### config.mk
export PLATFORM = sky130hd
export DESIGN_NAME = csr_trap_ctrl
export DESIGN_NICKNAME = d
export VERILOG_FILES = /design/src/rtl/csr_trap_ctrl.sv
export SDC_FILE = /design/constraint.sdc
export NUM_CORES = 1
export LEC_CHECK = 0
export CORE_AREA = 2 2 215 217
export CTS_BUF_LIST = sky130_fd_sc_hd__clkbuf_16
export CTS_CLUSTER_DIAMETER = 40
export DETAILED_ROUTE_END_ITERATION = 6
export DIE_AREA = 0 0 217 219
export PLACE_DENSITY = 0.61
export SETUP_SLACK_MARGIN = 0.3
export SLEW_MARGIN = 15
export SYNTH_ARGS = -nofsm -noshare
export SYNTH_HDL_FRONTEND = slang
export SYNTH_SLANG_ARGS = --single-unit
### constraint.sdc
create_clock -name clk -period 2.9 [get_ports clk]
set_input_delay 0.725 -clock clk [delete_from_list [all_inputs] [get_ports clk]]
set_output_delay 0.725 -clock clk [all_outputs]
set_load 0.1 [all_outputs]
### src/rtl/csr_trap_ctrl.sv
// rtl/csr_trap_ctrl.sv - machine-mode trap entry / MRET sequencer sharing one CSR-file write port
// Optional vectored interrupt entry is enabled by defining CSR_TRAP_VECTORED_EN.
module csr_trap_ctrl #(
    parameter int CODE_W = 4
) (
    input  logic              clk,
    input  logic              resetn,
    input  logic              trap_valid,
    input  logic              trap_is_int,
    input  logic [CODE_W-1:0] trap_code,
    input  logic [63:0]       trap_pc,
    input  logic [63:0]       trap_tval,
    input  logic              mret_valid,
    input  logic [63:0]       cur_mstatus,
    input  logic [63:0]       cur_mtvec,
    input  logic [63:0]       cur_mepc,
    input  logic              sw_csr_valid,
    input  logic [11:0]       sw_csr_addr,
    input  logic [63:0]       sw_csr_data,
    output logic              sw_csr_ready,
    output logic              csr_we,
    output logic [11:0]       csr_waddr,
    output logic [63:0]       csr_wdata,
    output logic              redirect_valid,
    output logic [63:0]       redirect_pc,
    input  logic              redirect_ready,
    output logic              busy
);
    localparam int MIE  = 3;
    localparam int MPIE = 7;

    typedef enum logic [2:0] {
        IDLE, W_MEPC, W_MCAUSE, W_MTVAL, W_MSTATUS, M_RESTORE, REDIRECT
    } state_e;

    state_e state_q, state_d;

    logic [63:0]       pc_q, tval_q, mstatus_q, mtvec_q, mepc_q;
    logic              is_int_q, is_mret_q;
    logic [CODE_W-1:0] code_q;
    logic [63:0]       trap_target, mstatus_trap, mstatus_mret;
    logic              accept_trap, accept_mret;
    logic              unused_bits;

    assign accept_trap = (state_q == IDLE) && trap_valid;
    assign accept_mret = (state_q == IDLE) && !trap_valid && mret_valid;

    always_ff @(posedge clk) begin
        if (!resetn) begin
            state_q   <= IDLE;
            pc_q      <= '0;
            tval_q    <= '0;
            mstatus_q <= '0;
            mtvec_q   <= '0;
            mepc_q    <= '0;
            is_int_q  <= 1'b0;
            is_mret_q <= 1'b0;
            code_q    <= '0;
        end else begin
            state_q <= state_d;
            if (accept_trap) begin
                pc_q      <= trap_pc;
                tval_q    <= trap_tval;
                is_int_q  <= trap_is_int;
                code_q    <= trap_code;
                mstatus_q <= cur_mstatus;
                mtvec_q   <= cur_mtvec;
                is_mret_q <= 1'b0;
            end else if (accept_mret) begin
                mstatus_q <= cur_mstatus;
                mepc_q    <= cur_mepc;
                is_mret_q <= 1'b1;
            end
        end
    end

    always_comb begin
        mstatus_trap          = mstatus_q;
        mstatus_trap[MPIE]    = mstatus_q[MIE];
        mstatus_trap[MIE]     = 1'b0;
        mstatus_trap[12:11]   = 2'b11;
        mstatus_mret          = mstatus_q;
        mstatus_mret[MIE]     = mstatus_q[MPIE];
        mstatus_mret[MPIE]    = 1'b1;
        mstatus_mret[12:11]   = 2'b00;
    end

`ifdef CSR_TRAP_VECTORED_EN
    // Vectored mode only applies to interrupts; exceptions always enter at the base.
    always_comb begin
        trap_target = {mtvec_q[63:2], 2'b00};
        if (is_int_q && (mtvec_q[1:0] == 2'b01))
            trap_target = {mtvec_q[63:2], 2'b00} + {{(62-CODE_W){1'b0}}, code_q, 2'b00};
    end
    assign unused_bits = ^pc_q[1:0];
`else
    assign trap_target = {mtvec_q[63:2], 2'b00};
    assign unused_bits = ^{pc_q[1:0], mtvec_q[1:0]};
`endif

    always_comb begin
        state_d        = state_q;
        sw_csr_ready   = 1'b0;
        csr_we         = 1'b0;
        csr_waddr      = '0;
        csr_wdata      = '0;
        redirect_valid = 1'b0;
        redirect_pc    = '0;
        busy           = (state_q != IDLE);
        case (state_q)
            IDLE: begin
                if (trap_valid) begin
                    state_d = W_MEPC;
                end else if (mret_valid) begin
                    state_d = M_RESTORE;
                end else begin
                    sw_csr_ready = 1'b1;
                    if (sw_csr_valid) begin
                        csr_we    = 1'b1;
                        csr_waddr = sw_csr_addr;
                        csr_wdata = sw_csr_data;
                    end
                end
            end
            W_MEPC: begin
                csr_we    = 1'b1;
                csr_waddr = 12'h341;
                csr_wdata = {pc_q[63:2], 2'b00};
                state_d   = W_MCAUSE;
            end
            W_MCAUSE: begin
                csr_we    = 1'b1;
                csr_waddr = 12'h342;
                csr_wdata = {is_int_q, {(63-CODE_W){1'b0}}, code_q};
                state_d   = W_MTVAL;
            end
            W_MTVAL: begin
                csr_we    = 1'b1;
                csr_waddr = 12'h343;
                csr_wdata = tval_q;
                state_d   = W_MSTATUS;
            end
            W_MSTATUS: begin
                csr_we    = 1'b1;
                csr_waddr = 12'h300;
                csr_wdata = mstatus_trap;
                state_d   = REDIRECT;
            end
            M_RESTORE: begin
                csr_we    = 1'b1;
                csr_waddr = 12'h300;
                csr_wdata = mstatus_mret;
                state_d   = REDIRECT;
            end
            REDIRECT: begin
                redirect_valid = 1'b1;
                redirect_pc    = is_mret_q ? mepc_q : trap_target;
                if (redirect_ready)
                    state_d = IDLE;
            end
            default: state_d = IDLE;
        endcase
        // Outputs are forced quiet for the whole time reset is asserted.
        if (!resetn) begin
            sw_csr_ready   = 1'b0;
            csr_we         = 1'b0;
            csr_waddr      = '0;
            csr_wdata      = '0;
            redirect_valid = 1'b0;
            redirect_pc    = '0;
            busy           = 1'b0;
        end
    end
endmodule

==> flow_summary.json <==
{
  "synthCells": 1921,
  "worst-setup-path-type": "flop to output pin",
  "r2r_cells": 6,
  "yosysMostFrequentCell": "nand2_1",
  "max_freq_mhz": 333.8,
  "synth_seq_area_share_pct": 43.63,
  "cts_buffers": 51,
  "crit-reg2reg-launch": "state_q[2]",
  "worstPathMaxFanout": 9,
  "pwr_density_cell_nw_per_um2": 567.9,
  "grt_max_degree": 148,
  "yosys_warnings": 0,
  "cts_tree": "yes",
  "htreeDepth": 2,
  "final_hold_viol_count": 0,
  "synth_top_family_by_area": "compound AO/OA/AOI/OAI gates",
  "drv_cap": 0,
  "yosys.area.top_type_share_pct": 43.63,
  "worst_setup_path_end_kind": "output pin",
  "synth_xor_area_share_pct": 0,
  "start_util_pct": 32.87,
  "ys_async_sr_fraction_pct": 0,
  "cts_max_path_buffers": 3,
  "cts_hold_buf": 0,
  "first_pass_iters": 5,
  "yosys-top-cells-area": "dfxtp_1 44%, a21oi_1 13%, nand2_1 9.9%",
  "antenna_found_initial": 12,
  "rsz0062_at_grt": "true",
  "whs_path_depth": 2,
  "grt.total_usage_pct": 27.81,
  "place_ws_ps": -250.5,
  "drv_slew": 0,
  "drt-met1-wl_mm": 27.88,
  "root_buffer": "clkbuf_16",
  "fillers": 3756,
  "dp.cells": 2950,
  "drive_gt1_share_pct": 29.19,
  "clk_latency_ps": 580,
  "arrival_ps": 2270,
  "post-route-util_pct": 63.15,
  "critPathRequiredTime_ps": 2170,
  "syn-num-nets": 2328,
  "ys.flop_type": "dfxtp_1",
  "remaining_drc_errors": 0,
  "drt-wirelength-per-cell_um": 22.37,
  "finalSetupTns_ps": -4325,
  "wl_met2_mm": 33.71,
  "muxShareOfSynthArea_pct": 9.049,
  "dieArea_um2": 47520,
  "antenna_left": 0,
  "core_area_um2": 45090,
  "cp-start-kind": "flop",
  "worst_slack_ps": -95.71,
  "place_area_um2": 24900,
  "hold_start": "pc_q[55]",
  "grt_pass1_vias": 16690,
  "p_leak_uw": 0.009429,
  "slew_headroom_pct": 45.33,
  "grt_pass1_wl_mm": 102.2,
  "yosys-top-cells-count": "390 x nand2_1, 387 x a21oi_1, 323 x dfxtp_1",
  "post-route-min-period_ps": 2996,
  "rrSetupSlack_ps": 700,
  "synth_top_area_cell": "dfxtp_1",
  "grt-ovfl-total": 0,
  "via_per_inst": 5.357,
  "final_nets": 2874,
  "synth.distinct_cells": 40,
  "die_h_um": 219,
  "synth_seq_cells": 323,
  "portBuffers": 544,
  "hp-class": "flop to flop",
  "area_delta_synth_final_pct": 92.10,
  "highest_layer": "met5",
  "route.met3.wl_mm": 6.055,
  "skew_ps": 16.63,
  "io_pins": 551,
  "fin_cells": 3118,
  "drt-total-wl_mm": 69.75,
  "avgSynthCellArea_um2": 7.716,
  "synth_fa_ha_area_share_pct": 0,
  "worstMarginPinSlew_ps": 820.1,
  "reg2reg_to": "mstatus_q[33]",
  "period_share_pct": 103.3,
  "std_cell_rows": 78,
  "gp_congestion": 0.8845,
  "drt_first_iter_violations": 1204,
  "violations": "negative setup slack",
  "status": "finished with violations",
  "hpwl_mm": 44.36,
  "synth_area_um2": 14820,
  "die_x_um": 217,
  "clock-sinks": 323,
  "clk_pin_slew_ps": 50,
  "peakVddDrop_mv": 0.3958,
  "synth_edf_count": 0,
  "synthSimpleGateAreaFrac_pct": 19.64,
  "synth-compound-area-share_pct": 21.42,
  "finalSetupViolations": 109,
  "postLayoutCellArea_um2": 28470,
  "vias": 16700,
  "hold_end": "pc_q[55]"
}
cells in the final DEF (no fill, tap or decap), types with 62 or more instances in the layout:
master,n
a21oi_4,66
clkdlybuf4s50_1,396
buf_12,187
o21ai_0,118
nand3_4,66
mux2i_1,62
dfxtp_1,319
nor2_4,66
a21oi_1,321
nand3_1,128
buf_4,63
nand2_1,387
final cells by class:
cell class / count / area [µm²] / share of cell area [%]
Multi-Input combinational cell: 1391 / 10340 / 36.33
Timing Repair Buffer: 695 / 9170 / 32.21
Sequential cell: 323 / 6481 / 22.76
Clock buffer: 52 / 1301 / 4.570
Tap cell: 600 / 750.7 / 2.637
Clock inverter: 42 / 362.8 / 1.274
Inverter: 5 / 37.54 / 0.1318
Antenna cell: 10 / 25.02 / 0.08789
worst max-delay path, cell delays in order, from the launching register on:
cell and delay [ps]:
dfxtp_4 400, nor4_4 230, buf_4 170, buf_12 140, and4_4 240, buf_12 140, and2_4 160, buf_12 160
sequential cells by signal, indices dropped and copies added, names as in the netlist:
| register | flops |
|---|---|
| code_q | 4 |
| is_mret_q | 1 |
| mtvec_q | 62 |
| pc_q | 62 |
| mepc_q | 64 |
| is_int_q | 1 |
| state_q | 3 |
| tval_q | 64 |
| mstatus_q | 62 |
cells by family (layout without fill, tap and decap cells):
family | count (synthesis) | in the layout
compound gates | 585 | 585
buf+inv | 207 | 794
flops | 323 | 323
mux | 126 | 126
other cells | 0 | 10
simple gates | 680 | 680
worst max-delay path by stage:
stage          startpoint       endpoint  slack [ps]  depth (start not counted)
3_3_place_gp   trap_valid  csr_waddr[11]        -250                          7
6_report       state_q[1]  csr_waddr[11]        -100                          7
4_1_cts        state_q[1]  csr_wdata[42]        -130                          7
2_1_floorplan  mret_valid  csr_wdata[45]         -10                          7
3_5_place_dp   trap_valid   csr_waddr[6]        -250                          7
5_1_grt        state_q[1]  csr_wdata[26]        -170                          8
per-layer routing:
metal,GRT usage [%],vias up
li1,-,7827
met1,34.46,8053
met2,46.81,696
met3,8.302,118
met4,7.694,10
met5,0,-
per-stage QoR:
stage | hold slack (ps) | total power [µW]
after floorplan | 431.2 | 7727
after global placement | 438.5 | 9328
after detailed placement | 443.9 | 9394
after CTS | 451.0 | 16010
after global routing | 466.1 | 16750
final | 451.0 | 16170
report_power, final:
group | leakage [µW] | internal (µW) | switching [µW]
Sequential | 0.00264 | 4860 | 251
Combinational | 0.00597 | 2190 | 2900
Clock | 0.000816 | 3640 | 2320
repair_timing:
action / CTS / global route
gates resized for setup: 123 / 35
gates cloned: 14 / 10
pin swaps: 24 / 73
setup buffers: 29 / 11
endpoints found under the hold margin: 0 / 0
endpoints found under the setup margin: 144 / 144
Power figures use the tool's default switching activity.
